## src/rtl/timer_irq_dev.sv

```systemverilog
// Memory-mapped countdown timer that raises a CP0 hardware interrupt.
// Supports one-shot (held irq) and auto-reload (one-cycle irq pulse) modes.
module timer_irq_dev #(
    parameter int CNT_W = 32
) (
    input  logic        clk,
    input  logic        reset,
    input  logic [1:0]  addr,
    input  logic        we,
    input  logic [31:0] wdata,
    output logic [31:0] rdata,
    output logic        irq
);

    typedef enum logic [1:0] {
        S_IDLE,
        S_LOAD,
        S_CNT,
        S_INT
    } state_e;

    state_e             state_q, state_d;
    logic [3:0]         ctrl_q, ctrl_d;
    logic [CNT_W-1:0]   preset_q, preset_d;
    logic [CNT_W-1:0]   count_q, count_d;
    logic               flag_q, flag_d;

    logic               flag_set;
    logic               flag_clr;
    logic               en_clr;
    logic               ctrl_wr;
    logic               preset_wr;
    logic               en;
    logic [1:0]         mode;
    logic               cnt_last;

    assign en        = ctrl_q[0];
    assign mode      = ctrl_q[2:1];
    assign ctrl_wr   = we && (addr == 2'd0);
    assign preset_wr = we && (addr == 2'd1);
    assign cnt_last  = (count_q[CNT_W-1:1] == '0);

    // Timer FSM next state plus bus writes; bus beats FSM on EN, flag set beats ack
    always_comb begin
        state_d  = state_q;
        ctrl_d   = ctrl_q;
        preset_d = preset_q;
        count_d  = count_q;
        flag_set = 1'b0;
        flag_clr = 1'b0;
        en_clr   = 1'b0;

        unique case (state_q)
            S_IDLE: begin
                if (en) begin
                    state_d = S_LOAD;
                end
            end
            S_LOAD: begin
                count_d = preset_q;
                state_d = S_CNT;
            end
            S_CNT: begin
                if (!en) begin
                    state_d = S_IDLE;
                end else if (cnt_last) begin
                    count_d  = '0;
                    flag_set = 1'b1;
                    state_d  = S_INT;
                end else begin
                    count_d = count_q - CNT_W'(1);
                end
            end
            S_INT: begin
                if (mode == 2'd1) begin
                    flag_clr = 1'b1;
                    state_d  = S_LOAD;
                end else begin
                    en_clr  = 1'b1;
                    state_d = S_IDLE;
                end
            end
            default: begin
                state_d = S_IDLE;
            end
        endcase

        if (en_clr) begin
            ctrl_d[0] = 1'b0;
        end
        if (ctrl_wr) begin
            ctrl_d   = wdata[3:0];
            flag_clr = 1'b1;
        end
        if (preset_wr) begin
            preset_d = wdata[CNT_W-1:0];
        end

        if (flag_set) begin
            flag_d = 1'b1;
        end else if (flag_clr) begin
            flag_d = 1'b0;
        end else begin
            flag_d = flag_q;
        end
    end

    // State and register file with asynchronous active-low clear
    always_ff @(posedge clk or negedge reset) begin
        if (!reset) begin
            state_q  <= S_IDLE;
            ctrl_q   <= '0;
            preset_q <= '0;
            count_q  <= '0;
            flag_q   <= 1'b0;
        end else begin
            state_q  <= state_d;
            ctrl_q   <= ctrl_d;
            preset_q <= preset_d;
            count_q  <= count_d;
            flag_q   <= flag_d;
        end
    end

    // Combinational register read, narrow fields zero-extended
    always_comb begin
        rdata = '0;
        unique case (addr)
            2'd0:    rdata = {28'd0, ctrl_q};
            2'd1:    rdata = 32'(preset_q);
            2'd2:    rdata = 32'(count_q);
            default: rdata = '0;
        endcase
    end

    assign irq = flag_q & ctrl_q[3];

endmodule

```

## config.mk

```make
export PLATFORM = sky130hd
export DESIGN_NAME = timer_irq_dev
export DESIGN_NICKNAME = d
export VERILOG_FILES = /design/src/rtl/timer_irq_dev.sv
export SDC_FILE = /design/constraint.sdc
export NUM_CORES = 1
export LEC_CHECK = 0
export CELL_PAD_IN_SITES_DETAIL_PLACEMENT = 1
export CELL_PAD_IN_SITES_GLOBAL_PLACEMENT = 1
export CORE_AREA = 4 4 107 109
export CTS_CLUSTER_DIAMETER = 30
export CTS_CLUSTER_SIZE = 20
export DETAILED_ROUTE_END_ITERATION = 12
export DIE_AREA = 0 0 111 113
export PLACE_DENSITY_LB_ADDON = 0.1
export SYNTH_ARGS = -nofsm -noshare
export SYNTH_HDL_FRONTEND = slang
export SYNTH_SLANG_ARGS = --single-unit
```

## constraint.sdc

```tcl
create_clock -name clk -period 4.2 [get_ports clk]
set_clock_uncertainty 0.2 [all_clocks]
set_input_delay 0.84 -clock clk [delete_from_list [all_inputs] [get_ports clk]]
set_output_delay 0.84 -clock clk [all_outputs]
set_load 0.01 [all_outputs]
```

==> results.toml <==
[outcome]
status = "complete, no violations"

[placement]
dp_hpwl_mm = 8.11
dp_cells = 562
dpl-instance-area_um2 = 4710
gp_congestion = 0.793
io_buffers = 69

[clocking]
cts_root_buf = "clkbuf_8"
clockBufferDepth = 2
postCtsSetupBuffers = 0
cts_sinks = 71
cts_max_level = 3
worstSkewPairLatency_ps = 340
post_cts_resized = 0
cts_buffers = 9
cts_tree = "built"
clkTransAtPathRegs_ps = 70
cts-hold-fix-buffers = 0

[global_route]
grt_max_degree = 36
antenna_found_initial = 0
grt_pass1_vias = 3528
grt_usage = 0.186
grt_pass1_wl_mm = 19.0
overflow = 0

[worst_setup_path]
crit_arrival_ps = 2700
end_kind = "output pin"
setup.worst_path.class = "input pin to output pin"
critPathLaunchType = "input pin"
crit_path_top_delay_cell = "clkdlybuf4s50_1"
cp.required_ps = 3160
slowest_delay_ps = 660
cp_max_fo = 14
cp_common_cell = "clkdlybuf4s50_1"
worstPathCellList = "clkdlybuf4s50_1 > nor2b_2 > buf_4 > a22o_1 > clkdlybuf4s50_1"

[final_layout]
drive_gt1_frac = 0.174
antennaDiodeCount = 0
layout_commonest_cell = "dfrtp_1"
fin_area_um2 = 4870
mostFrequentLayoutCells = "dfrtp_1, clkdlybuf4s50_1, mux2_2"
nets = 471
syn2layout_area_growth_pct = 26.6
final_cells = 577
fin_util = 0.459

[worst_hold_path]
worstHoldPathType = "input pin to asynchronous set/reset pin"

[sta]
max_freq_mhz = 268
period_share = 0.890
slew_viol_final = 0
finalCriticalPeriod_ps = 3740
setup_viol = 0
grt_setup_unrepaired = "false"
finalHoldViolations = 0
worst-slew-pin-transition_ps = 893
maxSlewHeadroom = 0.403
setup_tns_ps = 0

[logic_synthesis]
synth_largest_area_cell = "dfrtp_1"
ys_top_cells_by_area = "dfrtp_1, mux2_2, a22o_1"
netlist_area_um2 = 3840
ys_warn_count = 0
synth_nets = 402
async_flop_share = 1.00
netlist_instances = 364
synth-edff-count = 0
synthDistinctLibCells = 54
synth_flop_cell = "dfrtp_1"
synth_top_area_frac = 0.462
yosysSeqAreaShare = 0.462
syn_area_per_cell_um2 = 10.6
ys_ff_latch = 71

[pwr]
swShare = 0.398
p_clk_frac = 0.170
p_sw_mw = 1.11
vdd_ir_drop_max_mv = 0.203
leakage_nw = 1.90
p_seq_frac = 0.435
pwr-share-comb = 0.395
p_per_area_nw_per_um2 = 572
p_int_mw = 1.68

[floorplanning]
io_pins = 70
coreArea_um2 = 10600
start_util = 0.363
num_rows = 38
die_w_um = 111
die_area_um2 = 12500
die_h_um = 113

[detailed_routing]
vias = 3334
drt-vias-per-instance = 5.78
drtPass1Iterations = 4
wire_per_inst_um = 19.5
ant_nets = 0
routed_wl_mm = 11.3
drcViolationCount = 0
drtIter0Drc = 129

[run]
drv_cap = 0
-- per-layer routing --
metal,vias up,GRT usage,part of all wire
met4,0,0.0443,0.0082
met2,66,0.293,0.46
met3,11,0.0406,0.035
li1,1567,-,-
met1,1690,0.263,0.50
met5,-,0,0
-- cell type report --
type | count | area [um^2]
Clock buffer | 14 | 153
Clock inverter | 1 | 5.00
Fill cell | 1174 | 5740
Inverter | 7 | 26.3
Multi-Input combinational cell | 259 | 1930
Sequential cell | 71 | 1780
Tap cell | 140 | 175
Timing Repair Buffer | 85 | 806
-- registers in the layout, indices dropped and copies added, names as in the netlist --
signal,count
count_q,32
preset_q,32
ctrl_q,4
state_q,2
flag_q,1
-- cells by family after synthesis --
logic type,share of synthesized area
buffers and inverters,0.0387
muxes,0.113
AOI/OAI and AO/OA,0.243
DFF,0.462
and+or+nand+nor,0.140
adders and majority gates,0.00325
-- Yosys cell counts, types with 2 or more instances --
library cell,count
mux2i_1,4
dfrtp_1,71
and2_1,2
nand2b_1,2
nor3_1,6
a21boi_0,2
buf_1,4
o21ai_1,2
nor2b_1,6
a22o_1,32
nand3_1,13
o41ai_1,2
nor2_1,12
a22oi_1,12
mux2_2,35
buf_6,2
o22ai_1,2
nor4_1,9
a32oi_1,4
o2bb2ai_1,2
or3_1,7
a21oi_1,5
a21o_1,3
nand3b_1,3
or4_1,5
o31ai_1,4
inv_1,7
o211ai_1,5
o311ai_0,10
o21ai_0,23
or3_2,2
a221o_1,8
clkbuf_1,18
nand2_1,20
-- through the flow --
step | hold slack (ps) | power, mW | worst slack, ps
detailed placement | 326 | 2.32 | 456
global route | 50.0 | 3.00 | 329
floorplan | 277 | 1.87 | 1120
global placement | 320 | 2.29 | 484
finish | 74.2 | 2.79 | 462
CTS | 63.3 | 2.81 | 447
-- critical path, delay by kind of cell --
family | cells | cell delay [ps]
buffers and inverters | 3 | 1430
AOI/OAI and AO/OA | 1 | 170
and+or+nand+nor | 1 | 240
-- power by group through the flow --
stage / combinational (mW) / sequential, mW / clock (mW)
finish: 1.10 / 1.21 / 0.474
global route: 1.22 / 1.25 / 0.531
CTS: 1.11 / 1.21 / 0.492
detailed placement: 1.10 / 1.22 / 0
global placement: 1.08 / 1.21 / 0
floorplan: 0.773 / 1.10 / 0
-- worst paths after layout --
path	depth (start not counted)	slack, ps	endpoint	start
max	5	460	rdata[11]	addr[1]
min	1	70	preset_q[4]	reset
max reg2reg	8	890	count_q[24]	count_q[1]
min reg2reg	1	340	count_q[10]	preset_q[10]
max in group asynchronous	2	3080	preset_q[18]	reset
min in group clk	1	340	count_q[10]	preset_q[10]
No activity file was read; power rests on OpenSTA's default activity.
